$ cat src/rtl/usr_pkg.sv
// Shared types and the bit-fill helper for the universal shift register.
package usr_pkg;

  typedef enum logic [1:0] {
    MODE_SHIFT  = 2'b00,
    MODE_ROTATE = 2'b01,
    MODE_ARITH  = 2'b10,
    MODE_HOLD   = 2'b11
  } mode_e;

  typedef enum logic {
    ST_IDLE = 1'b0,
    ST_BUSY = 1'b1
  } state_e;

  localparam logic DIR_RIGHT = 1'b1;

  // Bit entering the register on a shift. Kept width-independent so the
  // datapath only has to place it at the MSB (right shift) or LSB (left shift).
  function automatic logic fill_bit(input logic [1:0] mode,
                                    input logic       dir,
                                    input logic       d,
                                    input logic       msb,
                                    input logic       lsb);
    logic f;
    f = 1'b0;
    case (mode_e'(mode))
      MODE_SHIFT:  f = d;
      MODE_ROTATE: f = (dir == DIR_RIGHT) ? lsb : msb;
      MODE_ARITH:  f = (dir == DIR_RIGHT) ? msb : 1'b0;
      default:     f = 1'b0;
    endcase
    return f;
  endfunction

endpackage

$ cat src/rtl/usr_burst_ctrl.sv
// Burst engine: decides on which edges the datapath may shift, and counts
// down a clamped burst length, pulsing done on the final shift.
//
//   state   | meaning
//   --------+---------------------------------------------------------------
//   ST_IDLE | free-running: shift whenever enabled and mode is not HOLD
//   ST_BUSY | burst active: shift when enabled, count down to terminal 1
module usr_burst_ctrl
  import usr_pkg::*;
#(
  parameter int WIDTH = 16,
  parameter int CNTW  = $clog2(WIDTH + 1)
) (
  input  logic            clk,
  input  logic            rstn,
  input  logic            en,
  input  logic [1:0]      mode,
  input  logic            load,
  input  logic            start,
  input  logic [CNTW-1:0] len,
  output logic            shift_ok,
  output logic            busy,
  output logic            done
);

  state_e          state, state_nx;
  logic [CNTW-1:0] cnt, cnt_nx;
  logic            done_nx;
  logic            active;

  assign active = en && (mode_e'(mode) != MODE_HOLD);
  assign busy   = (state == ST_BUSY);

  // State, counter and done pulse registers.
  always_ff @(posedge clk or negedge rstn) begin
    if (!rstn) begin
      state <= ST_IDLE;
      cnt   <= '0;
      done  <= 1'b0;
    end else begin
      state <= state_nx;
      cnt   <= cnt_nx;
      done  <= done_nx;
    end
  end

  // Next state: load aborts silently, start wins over shifting in idle,
  // and the shift that consumes the last count raises done.
  always_comb begin
    state_nx = state;
    cnt_nx   = cnt;
    done_nx  = 1'b0;
    shift_ok = 1'b0;
    if (load) begin
      state_nx = ST_IDLE;
      cnt_nx   = '0;
    end else begin
      case (state)
        ST_IDLE: begin
          if (start) begin
            if (len != '0) begin
              state_nx = ST_BUSY;
              cnt_nx   = (len > CNTW'(WIDTH)) ? CNTW'(WIDTH) : len;
            end else begin
              done_nx = 1'b1;
            end
          end else begin
            shift_ok = active;
          end
        end
        ST_BUSY: begin
          if (active) begin
            shift_ok = 1'b1;
            cnt_nx   = cnt - CNTW'(1);
            if (cnt == CNTW'(1)) begin
              state_nx = ST_IDLE;
              done_nx  = 1'b1;
            end
          end
        end
        default: state_nx = ST_IDLE;
      endcase
    end
  end

endmodule

$ cat src/rtl/univ_shift_reg.sv
// Universal shift register with parallel load, rotate/arithmetic modes,
// serial out and a counted burst-shift engine for serialising words.
module univ_shift_reg
  import usr_pkg::*;
#(
  parameter int WIDTH = 16,
  parameter int CNTW  = $clog2(WIDTH + 1)
) (
  input  logic             clk,
  input  logic             rstn,
  input  logic             en,
  input  logic             dir,
  input  logic [1:0]       mode,
  input  logic             d,
  input  logic             load,
  input  logic [WIDTH-1:0] pdata,
  input  logic             start,
  input  logic [CNTW-1:0]  len,
  output logic [WIDTH-1:0] out,
  output logic             sout,
  output logic             busy,
  output logic             done
);

  logic             shift_ok;
  logic             fill;
  logic [WIDTH-1:0] shifted;

  usr_burst_ctrl #(
    .WIDTH(WIDTH),
    .CNTW (CNTW)
  ) u_ctrl (
    .clk     (clk),
    .rstn    (rstn),
    .en      (en),
    .mode    (mode),
    .load    (load),
    .start   (start),
    .len     (len),
    .shift_ok(shift_ok),
    .busy    (busy),
    .done    (done)
  );

  // One-step shifted value using the current mode and direction.
  always_comb begin
    fill = fill_bit(mode, dir, d, out[WIDTH-1], out[0]);
    if (dir == DIR_RIGHT) shifted = {fill, out[WIDTH-1:1]};
    else                  shifted = {out[WIDTH-2:0], fill};
  end

  // Register contents: parallel load beats any shift the controller allows.
  always_ff @(posedge clk or negedge rstn) begin
    if (!rstn)         out <= '0;
    else if (load)     out <= pdata;
    else if (shift_ok) out <= shifted;
  end

  assign sout = (dir == DIR_RIGHT) ? out[0] : out[WIDTH-1];

endmodule

$ cat config.mk
export PLATFORM = sky130hd
export DESIGN_NAME = univ_shift_reg
export DESIGN_NICKNAME = d
export VERILOG_FILES = /design/src/rtl/usr_pkg.sv /design/src/rtl/usr_burst_ctrl.sv /design/src/rtl/univ_shift_reg.sv
export SDC_FILE = /design/constraint.sdc
export NUM_CORES = 1
export LEC_CHECK = 0
export BUFFER_PORTS_ARGS = -buffer_cell sky130_fd_sc_hd__buf_2
export CAP_MARGIN = 20
export CORE_ASPECT_RATIO = 0.8
export CORE_UTILIZATION = 30
export DETAILED_ROUTE_END_ITERATION = 12
export PLACE_DENSITY_LB_ADDON = 0.15
export SETUP_SLACK_MARGIN = 0.5
export SYNTH_ARGS = -nofsm -noshare
export SYNTH_HDL_FRONTEND = slang
export SYNTH_SLANG_ARGS = --single-unit
$ cat constraint.sdc
create_clock -name clk -period 1.4 [get_ports clk]
set_clock_uncertainty 0.1 [all_clocks]
set_input_delay 0.07 -clock clk [delete_from_list [all_inputs] [get_ports clk]]
set_output_delay 0.07 -clock clk [all_outputs]
set_load 0.02 [all_outputs]
==> impl_metrics.tcl <==
set metrics [dict create \
    outcome "complete, but fails checks" \
    violations_in_the_final_reports "hold timing" \
    synth_area_leader_cell "sky130_fd_sc_hd__dfrtp_1" \
    placeableCoreArea_um2 4597 \
    final_net_count 280 \
    timing.rr.start "u_ctrl.busy" \
    detail_route.vias_per_cell 4.837 \
    postSynthRegisterBits 23 \
    rsz_0062_raised_after_global_routing "true" \
    min_period_ns 1.399 \
    synthesis.nets 201 \
    critPathMaxFanout 6 \
    dp_cells 279 \
    cts.sink_count 23 \
    worst_setup_path_end_kind "flip-flop" \
    cts-htree-levels 1 \
    synth.top_cells.by_area "sky130_fd_sc_hd__dfrtp_1 40%, sky130_fd_sc_hd__mux2i_1 11%, sky130_fd_sc_hd__a21oi_1 7.7%, sky130_fd_sc_hd__o21ai_0 5.9%, sky130_fd_sc_hd__nand2_1 5.8%" \
    place.port_buffers 48 \
    relative_slew_slack 0.7712 \
    synth_async_sr_flop_share 1.000 \
    synth_sequential_area_ratio 0.4010 \
    hold-worst-slack_ns -0.02469 \
    clkPwrFrac 0.195 \
    synth_cell_type_count 33 \
    avgRoutedWirePerCell_um 13.05 \
    mean_post_synth_cell_area_um2 8.492 \
    power-per-cell-area_nw_per_um2 923.4 \
    floorplan.initialDensity 0.3122 \
    power.net_switching_w 0.0007748 \
    cp.required_ns 1.45 \
    final-hold-violation-count 2 \
    crit_chain "and2b_2 > a22oi_4 > and2_4 > o32ai_2" \
    layout-drive-gt1-share 0.4494 \
    die_h_um 63.86 \
    clk_latency_ns 0.27 \
    vias_in_the_first_global_route 1326 \
    initial_antenna_violation_count 0 \
    timing.hold.worst_endpoint "out[2]" \
    clock_tree.buffer_depth 2 \
    cts-buffers-inserted 3 \
    synth_edf_count 0 \
    hold_start "pdata[2]" \
    worst-slew-pin-transition_ns 0.3432 \
    timing.fmax_ghz 0.7149 \
    share_seq_of_total_power 0.398 \
    finalCritPeriodShare 0.9991 \
    first_iter_violations 108 \
    internal_power_w 0.001418 \
    critPathArrivalTime_ns 1.45 \
    dieArea_um2 5066 \
    share_of_the_synthesized_area_in_the_top_cell_type 0.4010 \
    yosys_warnings 0 \
    final_replace_weighted_congestion 0.8200 \
    cp-start-kind "flip-flop" \
    cts_root_buffer "sky130_fd_sc_hd__clkbuf_8" \
    groute.layer.met2.usage 0.2392 \
    path_class "reg -> reg" \
    place.detailed.hpwl_um 2648 \
    antenna_left 0 \
    vdd_ir_drop_max_mv 0.4180 \
    total_of_max_cap_violations 0 \
    p_leak_nw 1.077 \
    clkTransAtPathRegs_ns 0.09 \
    met3_usage 0.03857 \
    ff2ff_path_depth 4 \
    swShare 0.3533 \
    maxSlewViolCount 0 \
    worst_path_dominant_cell_family "simple AND/OR/NAND/NOR gates" \
    cell_rows 22 \
    netlist_instances 169 \
    setup_violations 0 \
    drt_drc_violations_left 0 \
    cts_tree "built" \
    post_cts_hold_buffer_count 12 \
    final_util 0.5166 \
    r2r_end "u_ctrl.cnt[3]" \
    drt_pass1_iterations 4 \
    syn_std_cell_area_um2 1435 \
    groute.usage.overall 0.1599 \
    met1_resource_use_gr 0.2325 \
    routed_wirelength_um 4006 \
    critPathBufInv 0 \
    antenna_cells 0 \
    holdCritPathClass "in -> reg" \
    die_x_um 79.33 \
    worst_path_largest_cell_delay_ns 0.40 \
    combinational_power_share 0.407 \
    floorplan.io_pins 49 \
    maximum_number_of_pins_on_one_net_before_global_route_repair 24 \
    ys.flop_type "sky130_fd_sc_hd__dfrtp_1" \
    timing.reg2reg.setup_slack_ns 0.001 \
    gr-max-usage-layer "met2" \
    min_path_cells 3 \
    worst_path_max_delay_cell "sky130_fd_sc_hd__dfrtp_2" \
    dr_total_vias 1485 \
    area_growth_from_synthesis_to_layout_pct 65.48 \
    grt_overflow 0 \
    global_route_wire_length_before_repair_um 6403 \
    layout.cells.non_filler 307 \
]
## Yosys cell counts, drive strengths merged (2+ instances only)
master	instances
a221oi	2
nand2b	3
buf	5
a21oi	22
nand2	22
mux2i	16
nor3b	2
ha	2
nor3	2
o32ai	2
nand3	3
o21ai	18
clkbuf	6
dfrtp	23
inv	5
nor2	20
a41oi	2
## final cells by class
type	count	area [µm²]
inverters	5	18.77
clock buffers	3	41.29
well taps	60	75.07
repair buffers	85	729.5
flip-flops and latches	23	579.3
clock inverters	1	5.005
multi-input cells	130	925.9
fillers	422	2222
## state kept, by name (all words and copies together), names as in the netlist
register and flops:
out 16, u_ctrl.cnt 5, u_ctrl.busy 1, u_ctrl.done 1
## cells in the final DEF, fill, tap and decap left out, types with 2 or more instances in the layout
| cell | count |
|---|---|
| sky130_fd_sc_hd__mux2i_1 | 16 |
| sky130_fd_sc_hd__nand2_1 | 12 |
| sky130_fd_sc_hd__buf_6 | 25 |
| sky130_fd_sc_hd__dfrtp_1 | 20 |
| sky130_fd_sc_hd__nand2b_1 | 2 |
| sky130_fd_sc_hd__o21ai_1 | 9 |
| sky130_fd_sc_hd__o21ai_0 | 6 |
| sky130_fd_sc_hd__buf_2 | 28 |
| sky130_fd_sc_hd__a21oi_1 | 21 |
| sky130_fd_sc_hd__buf_4 | 16 |
| sky130_fd_sc_hd__dlygate4sd3_1 | 12 |
| sky130_fd_sc_hd__nand2_2 | 9 |
| sky130_fd_sc_hd__ha_4 | 2 |
| sky130_fd_sc_hd__clkbuf_8 | 3 |
| sky130_fd_sc_hd__nor2_1 | 20 |
| sky130_fd_sc_hd__nand3_1 | 3 |
| sky130_fd_sc_hd__o32ai_2 | 2 |
| sky130_fd_sc_hd__o21ai_2 | 2 |
| sky130_fd_sc_hd__inv_1 | 3 |
| sky130_fd_sc_hd__inv_2 | 2 |
| sky130_fd_sc_hd__dfrtp_2 | 3 |
## stage by stage
stage | area (µm²) | setup WS, ns | power (W) | TNS, ns | hold slack [ns]
after floorplan | 1486 | -0.03551 | 0.001262 | -0.09463 | -0.3256
after global placement | 1854 | -0.07934 | 0.001504 | -0.2249 | -0.0001628
after detailed placement | 1854 | -0.09867 | 0.001505 | -0.2883 | -0.007516
after CTS | 2186 | 0.01087 | 0.002094 | 0 | 0.003841
after global routing | 2375 | -0.05219 | 0.002325 | -0.4032 | -0.005695
final | 2375 | 0.001191 | 0.002193 | 0 | -0.02469
## worst min-delay path, stage by stage
cell and delay (ns):
sky130_fd_sc_hd__buf_2 0.08, sky130_fd_sc_hd__a21oi_1 0.06, sky130_fd_sc_hd__o21ai_2 0.10
## layer usage
layer / part of all wire / up-vias / wire [µm]
met4: 0.0037 / 0 / 15
li1: - / 760 / -
met2: 0.42 / 44 / 1692
met5: 0 / - / 0
met3: 0.049 / 2 / 197
met1: 0.52 / 679 / 2100
## power groups by stage
stage / combinational [W] / sequential [W] / clock (W)
6_report: 0.000893 / 0.000872 / 0.000428
4_1_cts: 0.000793 / 0.000862 / 0.000438
3_3_place_gp: 0.000647 / 0.000858 / 0
3_5_place_dp: 0.000648 / 0.000857 / 0
5_1_grt: 0.000978 / 0.000885 / 0.000462
2_1_floorplan: 0.000332 / 0.000930 / 0
## what timing repair did
action	in CTS	in global routing
setup buffers	3	5
cloned	0	4
hold endpoints to repair	34	1
resized for setup	44	41
pin swaps	2	6
endpoints found under the setup margin	42	44
## worst max path at each step
stage / from / to / depth (start not counted)
final: u_ctrl.busy / u_ctrl.cnt[3] / 4
after detailed placement: len[1] / u_ctrl.cnt[3] / 5
after floorplan: u_ctrl.busy / u_ctrl.cnt[2] / 4
after CTS: u_ctrl.busy / u_ctrl.cnt[3] / 4
after global placement: len[1] / u_ctrl.cnt[3] / 5
after global routing: u_ctrl.busy / u_ctrl.cnt[3] / 4
## logic make-up after synthesis
kind of cell	synth area share
muxes	0.1116
and+or+nand+nor	0.1787
AOI/OAI and AO/OA	0.2450
buffers and inverters	0.04620
adders and majority gates	0.01743
DFF	0.4010
No activity file was read; power rests on OpenSTA's default activity.
